File: src/rtl/logger_pkg.sv
// +------------------------------------------------------------------+
// | logger_pkg : shared sizing helpers for change_logger             |
// | Revision   : 1.0                                                 |
// +------------------------------------------------------------------+
`default_nettype none

package logger_pkg;

  // Ceiling log2, usable in parameter and port-width expressions.
  function automatic int clog2(input int n);
    int r;
    r = 0;
    for (int i = 0; i < 31; i++) begin
      if ((1 << i) < n) r = i + 1;
    end
    return r;
  endfunction

  // Entry layout: {timestamp, value}, timestamp in the MSBs.
  function automatic int ENTRY_W(input int width, input int ts_w);
    return ts_w + width;
  endfunction

endpackage

`default_nettype wire

File: src/rtl/sync_fifo.sv
// +------------------------------------------------------------------+
// | sync_fifo : first-word fall-through FIFO with wrap-bit pointers  |
// | Revision  : 1.0                                                  |
// +------------------------------------------------------------------+
`default_nettype none

module sync_fifo
  import logger_pkg::*;
#(
  parameter int W     = 8,
  parameter int DEPTH = 8
) (
  input  logic                    clk,
  input  logic                    rst,
  input  logic                    push,
  input  logic                    pop,
  input  logic [W-1:0]            wr_data,
  output logic                    full,
  output logic                    empty,
  output logic [clog2(DEPTH):0]   count,
  output logic [W-1:0]            rd_data
);

  localparam int          AW      = clog2(DEPTH);
  localparam logic [AW:0] PTR_ONE = {{AW{1'b0}}, 1'b1};

  logic [W-1:0] mem_q [DEPTH];
  logic [AW:0]  wr_ptr_q, wr_ptr_d;
  logic [AW:0]  rd_ptr_q, rd_ptr_d;
  logic         do_push, do_pop;

  always_comb begin
    empty    = (wr_ptr_q == rd_ptr_q);
    full     = (wr_ptr_q[AW] != rd_ptr_q[AW]) &&
               (wr_ptr_q[AW-1:0] == rd_ptr_q[AW-1:0]);
    count    = wr_ptr_q - rd_ptr_q;
    do_pop   = pop && !empty;
    // A pop on the same edge frees the slot a full-FIFO push needs.
    do_push  = push && (!full || do_pop);
    wr_ptr_d = do_push ? wr_ptr_q + PTR_ONE : wr_ptr_q;
    rd_ptr_d = do_pop  ? rd_ptr_q + PTR_ONE : rd_ptr_q;
    rd_data  = mem_q[rd_ptr_q[AW-1:0]];
  end

  always_ff @(posedge clk) begin
    if (rst) begin
      wr_ptr_q <= '0;
      rd_ptr_q <= '0;
    end else begin
      wr_ptr_q <= wr_ptr_d;
      rd_ptr_q <= rd_ptr_d;
    end
  end

  always_ff @(posedge clk) begin
    if (!rst && do_push) mem_q[wr_ptr_q[AW-1:0]] <= wr_data;
  end

endmodule

`default_nettype wire

File: src/rtl/change_logger.sv
// +------------------------------------------------------------------+
// | change_logger : logs {timestamp, value} on each probe change      |
// | Revision      : 1.0                                              |
// +------------------------------------------------------------------+
`default_nettype none

module change_logger
  import logger_pkg::*;
#(
  parameter int WIDTH = 4,
  parameter int TS_W  = 16,
  parameter int DEPTH = 8
) (
  input  logic                   clk,
  input  logic                   rst,
  input  logic                   arm,
  input  logic [WIDTH-1:0]       probe,
  input  logic                   rd_ready,
  output logic                   rd_valid,
  output logic [WIDTH-1:0]       rd_value,
  output logic [TS_W-1:0]        rd_time,
  output logic [clog2(DEPTH):0]  count,
  output logic                   overflow,
  output logic                   armed
);

  localparam int            LW     = ENTRY_W(WIDTH, TS_W);
  localparam logic [TS_W-1:0] TS_ONE = {{(TS_W-1){1'b0}}, 1'b1};

  logic             armed_q, armed_d;
  logic             first_q, first_d;
  logic             overflow_q, overflow_d;
  logic [TS_W-1:0]  ts_q, ts_d;
  logic [WIDTH-1:0] last_q, last_d;

  logic             arm_rise;
  logic             eff_first;
  logic [TS_W-1:0]  eff_ts;
  logic             want_push;
  logic             fifo_full, fifo_empty;
  logic [LW-1:0]    head;

  always_comb begin
    arm_rise   = arm && !armed_q;
    // On the arming edge the capture sees a freshly cleared timestamp/first.
    eff_first  = arm_rise || first_q;
    eff_ts     = arm_rise ? '0 : ts_q;
    want_push  = arm && (eff_first || (probe != last_q));

    armed_d    = arm;
    ts_d       = arm ? eff_ts + TS_ONE : ts_q;
    last_d     = want_push ? probe : last_q;
    first_d    = want_push ? 1'b0 : eff_first;
    overflow_d = (arm_rise ? 1'b0 : overflow_q) |
                 (want_push && fifo_full && !rd_ready);
  end

  always_ff @(posedge clk) begin
    if (rst) begin
      armed_q    <= 1'b0;
      first_q    <= 1'b1;
      overflow_q <= 1'b0;
      ts_q       <= '0;
      last_q     <= '0;
    end else begin
      armed_q    <= armed_d;
      first_q    <= first_d;
      overflow_q <= overflow_d;
      ts_q       <= ts_d;
      last_q     <= last_d;
    end
  end

  sync_fifo #(
    .W     (LW),
    .DEPTH (DEPTH)
  ) u_fifo (
    .clk     (clk),
    .rst     (rst),
    .push    (want_push),
    .pop     (rd_ready),
    .wr_data ({eff_ts, probe}),
    .full    (fifo_full),
    .empty   (fifo_empty),
    .count   (count),
    .rd_data (head)
  );

  always_comb begin
    rd_valid = !fifo_empty;
    rd_time  = head[LW-1:WIDTH];
    rd_value = head[WIDTH-1:0];
    overflow = overflow_q;
    armed    = armed_q;
  end

endmodule

`default_nettype wire
File: config.mk
export PLATFORM = sky130hd
export DESIGN_NAME = change_logger
export DESIGN_NICKNAME = d
export VERILOG_FILES = /design/src/rtl/logger_pkg.sv /design/src/rtl/sync_fifo.sv /design/src/rtl/change_logger.sv
export SDC_FILE = /design/constraint.sdc
export NUM_CORES = 1
export LEC_CHECK = 0
export ABC_CLOCK_PERIOD_IN_PS = 6700
export CORE_ASPECT_RATIO = 0.5
export CORE_MARGIN = 2
export CORE_UTILIZATION = 50
export DETAILED_ROUTE_END_ITERATION = 8
export PLACE_DENSITY_LB_ADDON = 0.12
export SYNTH_ARGS = -nofsm -noshare
export SYNTH_HDL_FRONTEND = slang
export SYNTH_SLANG_ARGS = --single-unit
File: constraint.sdc
create_clock -name clk -period 6.7 [get_ports clk]
set_clock_uncertainty 0.2 [all_clocks]
set_input_delay 2.01 -clock clk [delete_from_list [all_inputs] [get_ports clk]]
set_output_delay 2.01 -clock clk [all_outputs]
set_load 0.01 [all_outputs]
# After elaboration in Yosys (flattened, before gate mapping)
# Memories as Yosys holds them, arrays and structs flattened. A register that Yosys moved wholly into a read port is not among the register bits.
# Cells that the tools add are included.
dict set report classes {
  n_reduce_logical 16
  n_eq_ne 4
  n_addsub 4
  div 0
  bitwise 1
  magnitude_cmp 0
  multipliers 0
  shift 0
  n_mux 7
}
# cell count
set op_table {}
lappend op_table {{adder 16 x 1 -> 16 bit (second input constant)} 1}
lappend op_table {{2-to-1 mux 16 bit} 1}
lappend op_table {{adder 4 x 1 -> 4 bit (second input constant)} 2}
lappend op_table {{logical AND 1 bit} 8}
lappend op_table {{2-to-1 mux 3 bit} 2}
lappend op_table {{logical NOT 1 bit} 5}
lappend op_table {{equality test 4 bit} 1}
lappend op_table {{2-to-1 mux 1 bit} 4}
lappend op_table {{!= test 4 bit} 1}
lappend op_table {{subtractor 4 bit} 1}
lappend op_table {{equality test 3 bit} 1}
lappend op_table {{logical OR 1 bit} 3}
lappend op_table {{!= test 1 bit} 1}
lappend op_table {{OR 1 bit} 1}
dict set report totals {
  mem_bits_ro 0
  memories 1
  in_bits 8
  ramBits 160
  latchBits 0
  elab_cells 40
  ff_bits 31
}
# memory words word_bits read_ports rd_clocked_by_memory_dff write_ports line
set memory_table {}
lappend memory_table {u_fifo.mem_q 8 20 1 1 1 sync_fifo.sv:27} ;# logic [W-1:0] mem_q [DEPTH];

# Logic depth before layout (Yosys ltp)
dict set report logic_depth {
  ltp_word 9
  ltp_mapped 11
  ltp_nobuf 8
}

# Modules after synthesis
# From an unflattened synthesis, not the netlist that was laid out.
dict set report unflattened {
  hier_cells 449
  area_unflattened_um2 8052.7
}
# module cells_per_inst area_per_inst_um2 seq_area_each_um2 instances
set by_module_without_submodules {}
lappend by_module_without_submodules {sync_fifo 306 6842.8 5024.8 1}
lappend by_module_without_submodules {change_logger 143 1209.9 460.4 1}

# Least setup slack after synthesis
# No wires, ideal clock.
dict set report synth_timing {
  path_type {input to register}
  start {in probe[0]}
  end {mem u_fifo.mem_q[2][0] in the netlist's numbering, enable pin}
  cell_stages 6
  setup_time_ps 456
  arrival_time_ps 4821
  setup_slack_ps 1224
  path_buffers 1
  cell_sequence {xnor2_1 nand3_1 or4_1 buf_2 nand3_2 nor4b_1}
}
dict set report synth_via {
  elab_chain_cells 7
}
# item line
set synth_rtl {}
lappend synth_rtl {{start: declaration} change_logger.sv:17} ;# input logic [WIDTH-1:0] probe,
lappend synth_rtl {{!= test 4 bit} change_logger.sv:48} ;# want_push = arm && (eff_first || (probe != last_q));
lappend synth_rtl {{logical OR 1 bit} change_logger.sv:48}
lappend synth_rtl {{logical AND 1 bit} change_logger.sv:48}
lappend synth_rtl {{logical AND 1 bit} sync_fifo.sv:39} ;# do_push = push && (!full || do_pop);
lappend synth_rtl {{logical AND 1 bit} sync_fifo.sv:56} ;# if (!rst && do_push) mem_q[wr_ptr_q[AW-1:0]] <= wr_data;
lappend synth_rtl {{2-to-1 mux 1 bit} sync_fifo.sv:56}
lappend synth_rtl {{2-to-1 mux 1 bit (implied by the code)} sync_fifo.sv:56}
lappend synth_rtl {{end: declaration} sync_fifo.sv:27}
# No other way between the ends.

==> out/summary.txt <==
Tmin final: 5060 ps
Final Hold Fails: 0
Maximum clock frequency: 198 MHz
Mapped cell area: 7750 um2
CTS tree: built
Fin Hold WS: 255 ps
Flop2flop setup slack: 3490 ps
# fillers: 1171
Clock transition at path regs: 70 ps
Die Span X: 180 um
# resized after CTS: 0
Htree depth: 4
FFs w/ async S/R, synth: 0%
Ys Warns: 0
Area delta synth->final: 15.5%
Placed cells: 672
Combinational power share: 12.8%
Sequential share of the synthesized area: 70.8%
Final nets: 502
Post-synth top area share: 62.0%
CP arrival: 2850 ps
Post-Synth Simple-Gate Area: 6.75%
Status: finished clean
Crit Path Max Fanout: 23
Non-Filler Instances: 703
Share of layout cells above drive strength 1: 24.0%
TritonCTS Buffers: 17
Sequential share of power: 51.5%
First-pass GRT wire length: 22900 um
Critical Path End Type: output pin
Fin. max-slew vios: 0
Via count: 3947
I/O pin total: 35
Vias in the first global route: 3989
Ys flop type: edfxtp_1
Commonest cells in the netlist: 160 x edfxtp_1, 40 x mux4_2, 34 x dfxtp_1, 25 x nor2_1, 20 x mux2_2
DRT Pass-1 Iters: 4
Util after Layout: 58.5%
Seq cells post-synth: 194
Detail Placement HPWL: 8970 um
WHS Endpoint: first_q$_SDFF_PP1_
CP required: 4490 ps
Die Y: 92.0 um
Hold_buf cts: 0
RSZ-0062 raised after global routing: no
Wire length per cell: 20.7 um
CP Buf/Inv Count: 2
Total negative setup slack: 0 ps
Pleak: 0.00285 uW
Max rail drop VDD: 0.000168 V
CTS root buffer: clkbuf_16
Vias per inst: 5.61
Adder-cell area share of the yosys netlist: 1.23%
Complex-gate fraction of the synthesized area: 2.11%
XOR/XNOR Fraction of Synth Area: 1.81%
Worst r2r dst: u_fifo.mem_q[3][8]$_DFFE_PP_
Pint: 2010 uW
Crit-path slowest cell: dfxtp_2
Initial Utilization: 50.7%
Gpl congestion: 0.787
Antenna violations before repair: 0
Yosys top cell by area: edfxtp_1
Psw: 628 uW
Worst skew pair latency: 420 ps
P per Cell Area: 295 nW/um2
Final WL: 14600 um
Post-synthesis mux area share: 15.4%
Rel. slew slack: 23.4%
Grt ovf: 0
CP Launch Type: flop
Starting DRT DRC Count: 255
WS Path Type: reg2out
Remaining DRCs: 0
N_diodes: 0
Syn_nets: 455
Die area: 16600 um2
Hold Path Origin: first_q$_SDFF_PP1_
Worst Max-Slew Pin Slew: 1150 ps
Count leader, synth: edfxtp_1
Row cnt: 32
Net Sw Frac: 23.8%
Main combinational cell family by area after synthesis: multiplexers
Syn_area_per_cell: 17.6 um2
Buffers on Ports: 34
Tot GR Track Use: 18.8%
Pin count of the biggest net entering global routing: 41
Worst reg2reg path startpoint: u_fifo.wr_ptr_q[1]$_SDFFE_PP0P_
Number of setup buffers added after CTS: 0
Synth Instances: 440
Max_cap viols: 0
Core Box Area: 15300 um2
Distinct cell type count after synthesis: 41
Final period util: 75.5%
Top cells by area, synth: edfxtp_1 62%, mux4_2 12%, dfxtp_1 8.8%
Clock buffer depth: 2
FF-to-FF path depth: 6
EDFF count, synth: 160
Clock network power share: 35.8%
Hold Path Cell Cnt: 1
Crit path largest cell delay: 790 ps
Post-DRT Antenna Nets: 0
Critical-path cell list: buf_12, mux4_2, mux2_2, clkdlybuf4s50_1
Top delay family on crit path: multiplexers
Worst min path class: reg2reg
Clock tree sinks: 194
# setup viols final: 0
through the flow:
| step | total power [uW] | instance area [um2] | setup WS [ps] |
|---|---|---|---|
| after floorplan | 1590 | 7750 | 1220 |
| after global placement | 1720 | 8410 | 1540 |
| after detailed placement | 1730 | 8410 | 1470 |
| after CTS | 2660 | 8950 | 1560 |
| after global routing | 2740 | 8950 | 1450 |
| final | 2640 | 8950 | 1640 |
flip-flops by register name (all words and copies together) (netlist names), named ones only:
signal and flops:
u_fifo.wr_ptr_q 4, first_q 1, u_fifo.mem_q 160, ts_q 16, armed 1, overflow 1
last_q 4, u_fifo.rd_ptr_q 4
area by class of cell:
| type | count | area (um2) | share of cell area, % |
|---|---|---|---|
| multi-input cells | 214 | 2160 | 24.2 |
| well taps | 204 | 255 | 2.85 |
| clock buffers | 18 | 429 | 4.79 |
| flip-flops and latches | 194 | 5490 | 61.3 |
| inverters | 12 | 45.0 | 0.503 |
| repair buffers | 48 | 458 | 5.11 |
| clock inverters | 13 | 116 | 1.30 |
cells by family after synthesis:
kind of cell / Yosys count
muxes: 67
xor gates and xnor gates: 16
and+or+nand+nor: 96
adders and majority gates: 7
buffers and inverters: 32
AOI/OAI and AO/OA: 28
DFF: 194
routing by layer:
layer / GRT usage, % / wire length (um) / vias up
li1: - / - / 1811
met4: 4.77 / 159 / 0
met3: 4.33 / 695 / 12
met2: 28.3 / 6500 / 81
met1: 27.9 / 7220 / 2043
met5: 0 / 0 / -
cell usage in the layout, fill, tap and decap left out, types with 2 or more instances in the layout:
cell             count
clkdlybuf4s50_1     34
inv_8                4
clkinv_4             2
xor2_1               4
xnor2_1             12
and2_1              12
nand2_1             10
or3_1                3
inv_1               12
nand3_1             11
and3_1               2
or4_1                3
nor2_1              25
a21o_1               4
nand2b_1             5
nand4_1              6
nor4_2               2
mux4_2              40
o31ai_1              2
a21oi_1             12
clkbuf_16           17
dfxtp_2              2
ha_1                 6
inv_6                4
mux2_2              20
dfxtp_1             32
nor3_2               4
mux2i_1              7
edfxtp_1           160
buf_4               13
or3_2                2
nor4b_2              2
o21ai_0              7
clkinvlp_4           2
power groups by stage:
stage               registers (uW)  clock network [uW]  logic (uW)
floorplan                     1350                   0         238
global placement              1390                   0         338
finish                        1360                 943         337
detailed placement            1390                   0         340
global route                  1360                1010         363
CTS                           1360                 961         342
worst max-delay path by stage:
| stage | endpoint | slack, ps | depth (start not counted) |
|---|---|---|---|
| floorplan | u_fifo.mem_q[2][0]$_DFFE_PP_ | 1220 | 6 |
| global placement | u_fifo.mem_q[5][3]$_DFFE_PP_ | 1540 | 7 |
| detailed placement | u_fifo.mem_q[5][3]$_DFFE_PP_ | 1470 | 7 |
| CTS | rd_time[9] | 1560 | 4 |
| global route | rd_time[9] | 1450 | 4 |
| finish | rd_time[9] | 1640 | 4 |
(Power assumes the default switching activity.)
